## src/rtl/multicycle_control.sv

```systemverilog
// Main control FSM for the multi-cycle RV64 subset datapath (ld, sd, beq, add, sub, and, or).
// Define MULTICYCLE_PERF_EN to add the cycle_cnt / instr_cnt performance counters.
//
//   state     | meaning
//   IDLE      | waiting for run; all controls low
//   FETCH     | IR <= mem[PC], PC <= PC+4 once mem_ready
//   DECODE    | branch target into ALUOut, dispatch on opcode
//   MEM_ADDR  | rs1 + imm into ALUOut
//   MEM_READ  | load data read, held until mem_ready
//   LD_WB     | MDR into rd
//   MEM_WRITE | store, held until mem_ready
//   R_EXEC    | rs1 op rs2 into ALUOut
//   R_WB      | ALUOut into rd
//   BRANCH    | compare rs1/rs2, conditional PC <= ALUOut
//   TRAP      | unsupported opcode; parked until reset
module multicycle_control #(
  parameter int         STATE_W    = 4,
  parameter logic [1:0] PC_INC_SEL = 2'b01
) (
  input  logic               clk,
  input  logic               reset,
  input  logic               run,
  input  logic [6:0]         opcode,
  input  logic               mem_ready,
  output logic               pc_write,
  output logic               pc_write_cond,
  output logic               ir_write,
  output logic               mem_read,
  output logic               mem_write,
  output logic               i_or_d,
  output logic               reg_write,
  output logic               mem_to_reg,
  output logic               alu_src_a,
  output logic [1:0]         alu_src_b,
  output logic [1:0]         alu_operation,
  output logic               pc_source,
  output logic               illegal,
  output logic [STATE_W-1:0] state_o
`ifdef MULTICYCLE_PERF_EN
  ,
  output logic [31:0]        cycle_cnt,
  output logic [31:0]        instr_cnt
`endif
);

  localparam logic [STATE_W-1:0] S_IDLE      = STATE_W'(0);
  localparam logic [STATE_W-1:0] S_FETCH     = STATE_W'(1);
  localparam logic [STATE_W-1:0] S_DECODE    = STATE_W'(2);
  localparam logic [STATE_W-1:0] S_MEM_ADDR  = STATE_W'(3);
  localparam logic [STATE_W-1:0] S_MEM_READ  = STATE_W'(4);
  localparam logic [STATE_W-1:0] S_LD_WB     = STATE_W'(5);
  localparam logic [STATE_W-1:0] S_MEM_WRITE = STATE_W'(6);
  localparam logic [STATE_W-1:0] S_R_EXEC    = STATE_W'(7);
  localparam logic [STATE_W-1:0] S_R_WB      = STATE_W'(8);
  localparam logic [STATE_W-1:0] S_BRANCH    = STATE_W'(9);
  localparam logic [STATE_W-1:0] S_TRAP      = STATE_W'(10);

  localparam logic [6:0] OP_LD   = 7'b0000011;
  localparam logic [6:0] OP_SD   = 7'b0100011;
  localparam logic [6:0] OP_R    = 7'b0110011;
  localparam logic [6:0] OP_BEQ  = 7'b1100011;

  logic [STATE_W-1:0] state_q, state_d;
  logic               illegal_q, illegal_d;

  always_comb begin
    state_d   = state_q;
    illegal_d = illegal_q;
    case (state_q)
      S_IDLE:      if (run) state_d = S_FETCH;
      S_FETCH:     if (mem_ready) state_d = S_DECODE;
      S_DECODE: begin
        case (opcode)
          OP_LD, OP_SD: state_d = S_MEM_ADDR;
          OP_R:         state_d = S_R_EXEC;
          OP_BEQ:       state_d = S_BRANCH;
          default: begin
            state_d   = S_TRAP;
            illegal_d = 1'b1;
          end
        endcase
      end
      S_MEM_ADDR:  state_d = (opcode == OP_LD) ? S_MEM_READ : S_MEM_WRITE;
      S_MEM_READ:  if (mem_ready) state_d = S_LD_WB;
      S_LD_WB:     state_d = S_FETCH;
      S_MEM_WRITE: if (mem_ready) state_d = S_FETCH;
      S_R_EXEC:    state_d = S_R_WB;
      S_R_WB:      state_d = S_FETCH;
      S_BRANCH:    state_d = S_FETCH;
      S_TRAP:      state_d = S_TRAP;
      default:     state_d = S_IDLE;
    endcase
  end

  always_comb begin
    pc_write      = 1'b0;
    pc_write_cond = 1'b0;
    ir_write      = 1'b0;
    mem_read      = 1'b0;
    mem_write     = 1'b0;
    i_or_d        = 1'b0;
    reg_write     = 1'b0;
    mem_to_reg    = 1'b0;
    alu_src_a     = 1'b0;
    alu_src_b     = 2'b00;
    alu_operation = 2'b00;
    pc_source     = 1'b0;
    case (state_q)
      S_FETCH: begin
        mem_read  = 1'b1;
        alu_src_b = PC_INC_SEL;
        // IR and PC load only on the cycle the fetch actually completes
        ir_write  = mem_ready;
        pc_write  = mem_ready;
      end
      S_DECODE:    alu_src_b = 2'b10;
      S_MEM_ADDR: begin
        alu_src_a = 1'b1;
        alu_src_b = 2'b10;
      end
      S_MEM_READ: begin
        mem_read = 1'b1;
        i_or_d   = 1'b1;
      end
      S_LD_WB: begin
        reg_write  = 1'b1;
        mem_to_reg = 1'b1;
      end
      S_MEM_WRITE: begin
        mem_write = 1'b1;
        i_or_d    = 1'b1;
      end
      S_R_EXEC: begin
        alu_src_a     = 1'b1;
        alu_operation = 2'b10;
      end
      S_R_WB:      reg_write = 1'b1;
      S_BRANCH: begin
        alu_src_a     = 1'b1;
        alu_operation = 2'b01;
        pc_write_cond = 1'b1;
        pc_source     = 1'b1;
      end
      default: ;
    endcase
  end

  always_ff @(posedge clk) begin
    if (reset) begin
      state_q   <= S_IDLE;
      illegal_q <= 1'b0;
    end else begin
      state_q   <= state_d;
      illegal_q <= illegal_d;
    end
  end

  assign illegal = illegal_q;
  assign state_o = state_q;

`ifdef MULTICYCLE_PERF_EN
  logic [31:0] cycle_cnt_q, cycle_cnt_d;
  logic [31:0] instr_cnt_q, instr_cnt_d;
  logic        retire;

  always_comb begin
    retire = (state_d == S_FETCH) &&
             ((state_q == S_LD_WB) || (state_q == S_MEM_WRITE) ||
              (state_q == S_R_WB)  || (state_q == S_BRANCH));
    cycle_cnt_d = cycle_cnt_q;
    instr_cnt_d = instr_cnt_q;
    if ((state_q != S_IDLE) && (state_q != S_TRAP)) cycle_cnt_d = cycle_cnt_q + 32'd1;
    if (retire) instr_cnt_d = instr_cnt_q + 32'd1;
  end

  always_ff @(posedge clk) begin
    if (reset) begin
      cycle_cnt_q <= 32'd0;
      instr_cnt_q <= 32'd0;
    end else begin
      cycle_cnt_q <= cycle_cnt_d;
      instr_cnt_q <= instr_cnt_d;
    end
  end

  assign cycle_cnt = cycle_cnt_q;
  assign instr_cnt = instr_cnt_q;
`endif

endmodule
```

## config.mk

```make
export PLATFORM = sky130hd
export DESIGN_NAME = multicycle_control
export DESIGN_NICKNAME = d
export VERILOG_FILES = /design/src/rtl/multicycle_control.sv
export SDC_FILE = /design/constraint.sdc
export NUM_CORES = 1
export LEC_CHECK = 0
export ABC_AREA = 1
export BUFFER_PORTS_ARGS = -buffer_cell sky130_fd_sc_hd__buf_4
export CAP_MARGIN = 10
export CORE_MARGIN = 5
export CORE_UTILIZATION = 37
export CTS_CLUSTER_DIAMETER = 40
export DETAILED_ROUTE_END_ITERATION = 16
export GPL_ROUTABILITY_DRIVEN = 0
export GPL_TIMING_DRIVEN = 0
export PLACE_DENSITY = 0.72
export SETUP_SLACK_MARGIN = 0.15
export SLEW_MARGIN = 20
export SYNTH_ARGS = -nofsm -noshare
export SYNTH_HDL_FRONTEND = slang
export SYNTH_SLANG_ARGS = --single-unit
```

## constraint.sdc

```tcl
create_clock -name clk -period 1.1 [get_ports clk]
set_input_delay 0.22 -clock clk [delete_from_list [all_inputs] [get_ports clk]]
set_output_delay 0.22 -clock clk [all_outputs]
set_load 0.01 [all_outputs]
```

; ---- Word-level counts from Yosys, hierarchy flattened
; Index checks and enable logic that the tools add are counted.
; Widths: inputs -> output; s select.
[word_totals]
regBits = 5
in_bits = 11
out_inout_bits = 19
elab_cells = 49
[op_classes]
eq_ne = 18
mux = 17
bitwise_logic = 1
n_reduce_logical = 11
[op_table]
columns = cell, count
row1 = $pmux 4 s9, 1
row2 = $eq 4x3->1 const B, 4
row3 = $mux 4, 4
row4 = $eq 7x6->1 const B, 2
row5 = $eq 4x4->1 const B, 3
row6 = $pmux 4 s3, 1
row7 = $reduce_or 2->1, 5
row8 = $eq 4x2->1 const B, 2
row9 = $mux 1, 8
row10 = $ne 2x2->1 const B, 4
row11 = $pmux 2 s2, 2
row12 = $eq 7x2->1 const B, 1
row13 = $eq 7x7->1 const B, 1
row14 = $reduce_or 3->1, 2
row15 = $eq 4x1->1 const B, 1
row16 = $logic_not 4->1, 1
row17 = $reduce_and 4->1, 1
row18 = $reduce_or 4->1, 1
row19 = $mux 2, 1
row20 = $reduce_and 2->1, 1
row21 = $not 1->1, 1

; ---- Longest topological paths before layout
[logic_depth]
word_depth = 4
depth_mapped = 9
depth_no_buf = 9

; ---- Least setup slack after synthesis
; Ideal clock, no wire load.
[synth_path]
kind = register to output
startpoint = register state_q[0], in the netlist state_o[0]
endpoint = output pc_write
t_arrival_ns = 1.084
slack_ns = -0.204
path_stages_with_launch = 6
path_cell_list = dfxtp_1 > inv_2 > nor2_2 > nand2_2 > nor2_1 > buf_4
[synth_between]
elab_chain_len = 2
[synth_lines]
columns = element, line
row1 = "start, declared", 63  ; logic [STATE_W-1:0] state_q, state_d;
row2 = "start signal, assigned", 153  ; state_q <= state_d;
row3 = $eq 4x1->1, --
row4 = $mux 1, --
row5 = "end, declared", 25  ; output logic pc_write,
; No other way between the ends.

; ---- Final worst setup path
[layout_path]
startpoint = register state_q[2], in the netlist state_o[2]
endpoint = output i_or_d
[layout_between]
elab_chain_len = 3
elab_cells_between_ends = 4
[layout_lines]
columns = element, line
row1 = $eq 4x3->1, 108  ; case (state_q)
row2 = $reduce_or 2->1 (no source line) (*), --
row3 = $mux 1 (*), 108
row4 = "end, declared", 30  ; output logic i_or_d,
; Every way passes the cells marked *; elsewhere a longest branch is shown, timed or not.

==> impl_metrics.yaml <==
pwr:
  ir_drop_uv: 1591
  p_int_w: 0.001239
  p_seq_frac: 0.157
  power_density_nw_per_um2: 1969
  swShare: 0.4486
  pwr-share-comb: 0.752
  clock_power_share: 0.091
  switching_power_w: 0.001008
  leakagePower_nw: 0.5721
synth:
  synth.distinct_cells: 17
  synth.area.top_cells: "dfxtp_1 (19%), nand2_1 (17%), inv_1 (10%)"
  synthArstFlopShare: 0
  synth_top_area_cell: "dfxtp_1"
  synth_nets: 101
  synth_edf_count: 0
  avgSynthCellArea_um2: 5.811
  synth_warnings: 0
  syn-cell-area_um2: 523.0
  seq_area_frac_synth: 0.1914
  synth_cells: 90
  synth_seq_cells: 5
  synth_top_area_share: 0.1914
  synth_flop_cell: "dfxtp_1"
critical_path:
  critPathKind: "reg2out"
  crit_arrival_ns: 1.19
  rr_worst_depth: 9
  crit_required_ns: 0.88
  crit_fanout: 4
  ff2ff_setup_slack_ns: -0.25
  cp-end-kind: "output port"
  cp-start-kind: "register"
run:
  max_cap_viol_count: 0
grt:
  use_met2: 0.3342
  antenna_found_initial: 0
  grt_pass1_vias: 754
  gr-usage-all-layers: 0.1907
  grt_first_pass_wirelength_um: 3042
  grt_overflow_total: 0
  top_usage_layer: "met2"
  grt_max_degree: 7
  grt_use_met3: 0.03008
  met1_usage: 0.2178
cells_and_area:
  area_delta_synth_final_pct: 118.2
  num-nets-final: 156
  stdcell_count: 159
  final_cell_mix: "buf_4 (33), buf_6 (20), nand2_1 (16), nand2_2 (11)"
  fin_util: 0.8661
  layout_commonest_cell: "buf_4"
  stdcell_area_um2: 1141
  layout-drive-gt1-share: 0.7292
  diodes: 0
routing:
  viasPerCell: 5.176
  drt_wl_total_um: 2464
  drt-pass1-iter-count: 4
  drt_iter0_markers: 15
  vias: 823
  post-route-drc-count: 0
  post_drt_wl_per_cell_um: 15.50
  antenna_left: 0
min_path:
  holdCritPathClass: "in2reg"
  holdPathStages: 2
clock_network:
  cts_root_buf: "clkbuf_4"
  cts_tree: "done"
  clk_latency_ns: 0.24
  clk_pin_slew_worst_paths_ns: 0.04
  cts_made_buffers: 3
  cts_sinks: 5
  cts_buffer_depth: 2
  htreeDepth: 1
placed_design:
  port_buffers: 29
  dpl-instance-area_um2: 812.0
  pre_cts_ws_ns: -0.08573
  dp_hpwl_um: 1309
  dp.cells: 134
sta:
  max-slew-margin-rel: 0.8397
  hold_viol: 0
  layout_min_cycle_time_ns: 1.412
  post-route-period-util: 1.284
  max_clock_freq_ghz: 0.7081
  tightest_slew_ns: 0.2386
  rsz0062_at_grt: "true"
  clock_skew_ns: 0.0003468
  setup_ws_ns: -0.3122
  maxSlewViolCount: 0
  finalSetupViolCount: 19
die:
  die-width_um: 47.60
  io_pins: 30
  die_height_um: 47.60
  num_rows: 13
  start_util: 0.3970
  design.die.area_um2: 2265
  coreArea_um2: 1318
run_status:
  violations: "negative setup slack"
  outcome: "finished with violations"
[stage by stage]
stage | setup TNS [ns] | hold WS (ns) | power, W
after floorplan | 0 | 0.2794 | 0.0009640
after global placement | -0.2567 | 0.4112 | 0.001295
after detailed placement | -0.5057 | 0.4127 | 0.001316
after CTS | -4.165 | 0.1690 | 0.001916
after global routing | -5.808 | 0.1693 | 0.002384
final | -4.707 | 0.1829 | 0.002247
[logic make-up after synthesis]
logic type      synth area share
simple gates              0.5431
buf+inv                   0.1651
compound gates            0.1005
flops                     0.1914
[routing by layer]
layer | up-vias | part of all wire | wire length (um)
met5 | - | 0 | 0
met4 | 0 | 0.052 | 129
met3 | 12 | 0.056 | 137
met2 | 41 | 0.53 | 1294
met1 | 388 | 0.37 | 902
li1 | 382 | - | -
[final timing paths]
kind,start,to
min reg2reg,illegal$_SDFFE_PP0P_,illegal$_SDFFE_PP0P_
min,reset,state_o[3]$_SDFFE_PP0P_
max reg2reg,state_o[2]$_SDFFE_PP0P_,state_o[2]$_SDFFE_PP0P_
max,state_o[2]$_SDFFE_PP0P_,i_or_d
[critical path: stages, from the launching register on]
cell and delay, ns:
dfxtp_4 0.41, inv_4 0.05, nor2_4 0.16, nand2_2 0.13, inv_2 0.09, buf_6 0.11
[power groups by stage]
stage	sequential [W]	combinational, W	clock (W)
final	0.000353	0.00169	0.000204
after global routing	0.000354	0.00179	0.000244
after CTS	0.000340	0.00136	0.000212
after detailed placement	0.000346	0.000970	0
after global placement	0.000342	0.000953	0
after floorplan	0.000349	0.000615	0
[flip-flops by register name, indices dropped and copies added (netlist names)]
register / count
state_o: 4
illegal: 1
[repair_timing]
action	CTS	global route
hold buffers	0	0
pin swaps	11	12
buffers inserted	13	8
gates resized for setup	26	21
endpoints found under the setup margin	23	23
[final cells by class]
cell class              instances  area, um^2
repair buffers                 50       439.2
flip-flops and latches          5       115.1
fillers                        79       176.4
clock buffers                   4       26.28
plain buffers                   3       33.78
multi-input cells              65       434.2
well taps                      15       18.77
inverters                      17       73.82
[synthesized netlist by cell type (2+ instances only)]
| library cell | instances |
|---|---|
| nor2_4 | 3 |
| nand2_2 | 5 |
| nand4_1 | 2 |
| nor2_2 | 6 |
| inv_1 | 14 |
| dfxtp_1 | 5 |
| nand2_1 | 24 |
| nand3_1 | 5 |
| buf_4 | 3 |
| nor2_1 | 10 |
| inv_2 | 3 |
| a21oi_1 | 5 |
Note: power is estimated with default switching activity, not from simulation.
